===== src/rtl/hazard_scoreboard.sv =====
// Stall/hazard controller beside the D stage: tracks {dest, Tnew} of in-flight
// instructions from E onward and a mult/div busy counter.
module hazard_scoreboard #(
  parameter int NSTAGE   = 3,
  parameter int TW       = 2,
  parameter int MULT_LAT = 5,
  parameter int DIV_LAT  = 10,
  parameter int CW       = 4
) (
  input  logic                  clk,
  input  logic                  reset,
  input  logic [4:0]            D_rs,
  input  logic [4:0]            D_rt,
  input  logic [TW-1:0]         D_tuse_rs,
  input  logic [TW-1:0]         D_tuse_rt,
  input  logic [4:0]            D_a3,
  input  logic [TW-1:0]         D_tnew,
  input  logic                  D_md_start,
  input  logic                  D_md_div,
  input  logic                  D_md_use,
  input  logic                  flush,
  output logic                  stall,
  output logic                  e_bubble,
  output logic                  md_busy,
  output logic [5*NSTAGE-1:0]   trk_a3,
  output logic [TW*NSTAGE-1:0]  trk_tnew
);

  localparam logic [CW-1:0] MULT_LOAD = CW'(MULT_LAT);
  localparam logic [CW-1:0] DIV_LOAD  = CW'(DIV_LAT);

  logic [4:0]    a3_p   [NSTAGE];
  logic [TW-1:0] tnew_p [NSTAGE];
  logic [CW-1:0] md_cnt;
  logic          stall_reg;
  logic          stall_md;
  logic          issue;

  function automatic logic [TW-1:0] dec_sat(input logic [TW-1:0] v);
    return (v == '0) ? '0 : v - TW'(1);
  endfunction

  function automatic logic hz(input logic [4:0]    src,
                              input logic [TW-1:0] tuse,
                              input logic [4:0]    a3,
                              input logic [TW-1:0] tnew);
    return (src != 5'd0) && (src == a3) && (tuse < tnew);
  endfunction

  // Hazard detection against every tracked stage (combinational, D stage)
  always_comb begin
    stall_reg = 1'b0;
    for (int k = 0; k < NSTAGE; k++) begin
      stall_reg = stall_reg
                | hz(D_rs, D_tuse_rs, a3_p[k], tnew_p[k])
                | hz(D_rt, D_tuse_rt, a3_p[k], tnew_p[k]);
    end
  end

  assign md_busy  = (md_cnt != '0);
  assign stall_md = (D_md_start | D_md_use) & md_busy;
  // Flush and reset both override any hazard: the D instruction is discarded anyway.
  assign stall    = (stall_reg | stall_md) & ~flush & ~reset;
  assign e_bubble = stall | flush;
  assign issue    = ~stall & ~flush;

  // Tracker shift: E loads the issuing instruction or a bubble, later stages age
  always_ff @(posedge clk) begin
    if (reset) begin
      for (int k = 0; k < NSTAGE; k++) begin
        a3_p[k]   <= 5'd0;
        tnew_p[k] <= '0;
      end
    end else begin
      a3_p[0]   <= issue ? D_a3   : 5'd0;
      tnew_p[0] <= issue ? D_tnew : '0;
      for (int k = 1; k < NSTAGE; k++) begin
        a3_p[k]   <= flush ? 5'd0 : a3_p[k-1];
        tnew_p[k] <= flush ? '0   : dec_sat(tnew_p[k-1]);
      end
    end
  end

  // Mult/div busy counter; a running operation survives a flush
  always_ff @(posedge clk) begin
    if (reset) begin
      md_cnt <= '0;
    end else if (D_md_start & issue) begin
      md_cnt <= D_md_div ? DIV_LOAD : MULT_LOAD;
    end else if (md_cnt != '0) begin
      md_cnt <= md_cnt - CW'(1);
    end
  end

  always_comb begin
    trk_a3   = '0;
    trk_tnew = '0;
    for (int k = 0; k < NSTAGE; k++) begin
      trk_a3[5*k +: 5]     = a3_p[k];
      trk_tnew[TW*k +: TW] = tnew_p[k];
    end
  end

endmodule


===== config.mk =====
export PLATFORM = sky130hd
export DESIGN_NAME = hazard_scoreboard
export DESIGN_NICKNAME = d
export VERILOG_FILES = /design/src/rtl/hazard_scoreboard.sv
export SDC_FILE = /design/constraint.sdc
export NUM_CORES = 1
export LEC_CHECK = 0
export BUFFER_PORTS_ARGS = -buffer_cell sky130_fd_sc_hd__buf_2
export CAP_MARGIN = 20
export CORE_MARGIN = 3
export CORE_UTILIZATION = 35
export CTS_CLUSTER_DIAMETER = 200
export DETAILED_ROUTE_END_ITERATION = 7
export GPL_ROUTABILITY_DRIVEN = 0
export RECOVER_POWER = 50
export SLEW_MARGIN = 10
export SYNTH_ARGS = -nofsm -noshare
export SYNTH_HDL_FRONTEND = slang
export SYNTH_SLANG_ARGS = --single-unit

===== constraint.sdc =====
create_clock -name clk -period 2.6 [get_ports clk]
set_clock_uncertainty 0.1 [all_clocks]
set_input_delay 0 -clock clk [delete_from_list [all_inputs] [get_ports clk]]
set_output_delay 0 -clock clk [all_outputs]
set_load 0.02 [all_outputs]

== Yosys cells after proc, flatten, opt, wreduce, memory -nomap -nowiden ==
Memory sizes are Yosys's and may differ from the RTL's.
Cells that the tools add are included.
W data, S select, Z words.

* Memories kept: 2
* Bits in latches: 0
* Input bits: 27
* ROM bits: 0
* RAM bits: 21
* Bits in registers: 4

* Shifts and indexed selects: 0
* Magnitude comparators: 6
* $mul: 0
* Reductions and logical operators: 18
* Multiplexer cells: 20
* Bitwise operators: 22
* Eq/ne operators: 6
* Divide/modulo/power cells: 0
* Add/subtract/negate cells: 3

{| class="wikitable"
|+ Memory list
! memory !! depth !! width !! rd ports !! clocked after Yosys merged registers in !! write ports !! line !! source
|-
| a3_p || 3 || 5 || 3 || 0 || 3 || 32 || <nowiki>logic [4:0] a3_p [NSTAGE];</nowiki>
|-
| tnew_p || 3 || 2 || 3 || 0 || 3 || 33 || <nowiki>logic [TW-1:0] tnew_p [NSTAGE];</nowiki>
|}

{| class="wikitable"
|+ Operator list
! kind !! number
|-
| $eq A5 B5 Y1 || 6
|-
| $mux W5 || 6
|-
| $mux W2 || 8
|-
| $or A1 B1 Y1 || 14
|-
| $logic_and A1 B1 Y1 || 12
|-
| $lt A2 B2 Y1 || 6
|-
| $mux W4 || 3
|-
| $reduce_bool A5 Y1 || 2
|-
| $and A1 B1 Y1 || 5
|-
| $logic_not A2 Y1 || 2
|-
| $reduce_bool A4 Y1 || 1
|-
| $sub A2 B1 Y2 const B || 2
|-
| $sub A4 B1 Y4 const B || 1
|-
| $mux W1 || 3
|-
| $not A1 Y1 || 3
|-
| $reduce_bool A2 Y1 || 1
|}

== Logic depth before layout (Yosys ltp) ==
* Depth in word-level cells: 15
* Gate-level depth with buffers: 9
* Depth with buffers taken out: 8

== Worst setup path after synthesis ==
No wires, ideal clock.

* Path kind: register to output
* Start: memory tnew_p[1][1], in the netlist tnew_p[0][3]
* End: output port e_bubble
* Path slack: 0.452 ns
* Path buffers: 1
* Stages on the path, launching flop included: 10
* Arrival time: 2.048 ns
* Cell sequence: dfxtp_1 -> inv_1 -> ha_1 -> a2111oi_4 -> nand4_1 -> a31oi_1 -> a21oi_2 -> and2_4 -> buf_6 -> o21bai_1

{| class="wikitable"
|+ RTL lines
! element !! line !! source
|-
| start, declared || 33 ||
|-
| end, declared || 23 || <nowiki>output logic e_bubble,</nowiki>
|}

==> results.yml <==
cts:
  path_clk_slew_ns: 0.08
  cts_made_buffers: 3
  cts_setup_buffers: 0
  cts_max_level: 1
  root_buffer: "clkbuf_8"
  insertion_delay_ns: 0.27
  cts_tree: "done"
  clock_path_buffers: 2
  cts_sinks: 25
worst_setup_path:
  r2r_cells: 9
  crit_end: "md_cnt[3]$_SDFFE_PP0P_"
  end_kind: "register"
  crit_type: "register to register"
  crit_start: "tnew_p[0][3]$_SDFF_PP0_"
  crit_required_ns: 2.66
  critical_path_arrival_ns: 2.47
  reg2reg_from: "tnew_p[0][3]$_SDFF_PP0_"
  path_max_fanout: 3
  r2r_end: "md_cnt[3]$_SDFFE_PP0P_"
  setup.worst_path.start_class: "register"
  rrSetupSlack_ns: 0.19
timing:
  rsz0062_at_grt: "false"
  slew_headroom: 0.396
  tightest_slew_ns: 0.902
  fin_crit_ns: 2.41
  setup_violations: 0
  finalSetupTns_ns: 0
  hold_viol: 0
  hold_slack_ns: 0.149
  fin_crit_sh: 0.926
  fmax_mhz: 415
  maxSlewViolCount: 0
global_routing:
  grt_pass1_vias: 1249
  grt_max_degree: 18
  gr-max-usage-layer: "met2"
  grt_overflow: 0
  grt_antenna_before_repair: 0
  use_met3: 0.0379
  grtUsageMet1: 0.191
  grt_pass1_wl_um: 5900
  grtUsageTotal: 0.153
  use_met2: 0.251
power_and_ir_drop:
  p_leak_uw: 0.000775
  seqPwrFrac: 0.409
  clock_power_share: 0.206
  combPwrFrac: 0.385
  internal-power_uw: 740
  power-per-cell-area_nw_per_um2: 623
  p_sw_frac: 0.349
  ir_drop_v: 0.000335
  switching_power_uw: 396
routing:
  vias: 1235
  antenna_left: 0
  firstDrtPassIters: 4
  wl_per_cell_um: 13.4
  drt-total-wl_um: 3490
  first_iter_violations: 34
  vias_per_cell: 4.75
  drc: 0
status:
  outcome: "finished, final reports clean"
cells_and_area:
  instances_no_fill: 260
  fin_nets: 250
  fin_area_um2: 1820
  drive_above_1_share: 0.170
  syn_to_final_growth_pct: 30.8
  insertedDiodeCount: 0
synth:
  synthesis.nets: 186
  synth_cell_types: 32
  synthFlopType: "dfxtp_1"
  synth_common_cells: "dfxtp_1 (25), xor2_1 (17), xnor2_1 (15), and2_1 (11), ha_1 (10)"
  synth_warnings: 0
  synthArstFlopShare: 0
  synth.most_common_cell: "dfxtp_1"
  synth_cells: 149
  synth_edf_count: 0
  yosys.area.top_type: "dfxtp_1"
  netlist.area_leader.share: 0.359
  synth.area.top_cells: "dfxtp_1 (36%), xor2_1 (11%), xnor2_1 (9.4%)"
  yosys_register_bits: 25
  synth-seq-area-share: 0.359
  syn_avg_cell_area_um2: 9.35
  synth_area_um2: 1390
placement:
  dp_hpwl_um: 2820
  place_area_um2: 1690
  placement.io_buffers: 50
  place_inst: 244
die:
  die_w_um: 69.1
  io_pins: 51
  core_area_um2: 3740
  row_count: 22
  start_util: 0.372
  dieArea_um2: 4780
  die_height_um: 69.1
worst_hold_path:
  hold_path.class: "input port to register"
run:
  drv_cap: 0
## stage by stage
step	setup WS, ns	power, uW	util
final	0.191	1140	0.487
after global routing	0.0456	1220	0.487
after CTS	0.219	1150	0.494
after detailed placement	0.640	885	0.450
after global placement	0.691	880	0.450
after floorplan	0.452	780	-
## state kept, by name, indices dropped and copies added (netlist names)
register	count
tnew_p	6
md_cnt	4
a3_p	15
## worst max-delay path: stages, from the launching register on
cell,delay (ns)
dfxtp_1,0.34
inv_1,0.08
ha_1,0.32
a2111oi_4,0.29
nand4_1,0.12
a31oi_1,0.17
a21oi_2,0.07
nand2_1,0.13
o22ai_1,0.10
dlygate4sd3_1,0.57
## per-layer routing
layer	routed length [um]	part of all wire
met1	1630	0.47
met2	1650	0.47
met3	156	0.045
met4	57	0.016
met5	0	0
## layout make-up
cell class | count | area (um2)
inverter | 9 | 33.8
sequential | 25 | 500
timing repair buffer | 62 | 343
clock buffer | 4 | 45.0
tap | 48 | 60.1
fill | 398 | 1920
multi-input combinational | 112 | 841
## power groups by stage
stage / Clock, uW / Combinational (uW) / Sequential [uW]
after floorplan: 0 / 298 / 482
after global placement: 0 / 409 / 471
after detailed placement: 0 / 414 / 471
after CTS: 238 / 445 / 463
after global routing: 254 / 499 / 469
final: 234 / 437 / 465
## cells in the final DEF (no fill, tap or decap), drive strengths merged, types with 2 or more instances in the layout
master,netlist,final
buf,1,28
clkbuf,2,26
dfxtp,25,25
xor2,17,17
xnor2,15,15
dlygate4sd3,0,12
and2,12,12
ha,10,10
inv,9,9
nor2,8,8
and3,7,7
o21ai,6,6
nand4,6,6
nor3,6,6
nor4,5,5
nand3,2,2
nand2,2,2
nand2b,2,2
a21oi,2,2
## cells by family (layout without fill, tap and decap cells)
family                   after synthesis  in the layout  share of synthesized area
multiplexers                           1              1                    0.00718
flip-flops                            25             25                      0.359
XOR/XNOR                              32             32                      0.201
AND/OR/NAND/NOR                       54             54                      0.221
AO/OA/AOI/OAI                         15             15                     0.0844
adder cells (fa/ha/maj)               10             10                     0.0898
buffers and inverters                 12             75                     0.0377
## what timing repair did
item | in CTS | in global routing
gates resized for setup | 0 | 0
hold buffers | 12 | 0
hold endpoints to repair | 13 | 0
## how the worst min path moves through the flow
stage | end | depth (start not counted) | slack [ns] | start
2_1_floorplan | a3_p[0][0]$_SDFF_PP0_ | 1 | 0.05 | D_a3[0]
3_3_place_gp | a3_p[0][3]$_SDFF_PP0_ | 2 | 0.13 | D_a3[3]
3_5_place_dp | a3_p[0][4]$_SDFF_PP0_ | 2 | 0.13 | D_a3[4]
4_1_cts | md_cnt[1]$_SDFFE_PP0P_ | 4 | 0.15 | D_md_start
5_1_grt | a3_p[0][4]$_SDFF_PP0_ | 4 | 0.16 | D_md_start
6_report | md_cnt[1]$_SDFFE_PP0P_ | 4 | 0.15 | D_md_start
Power figures use the tool's default switching activity.
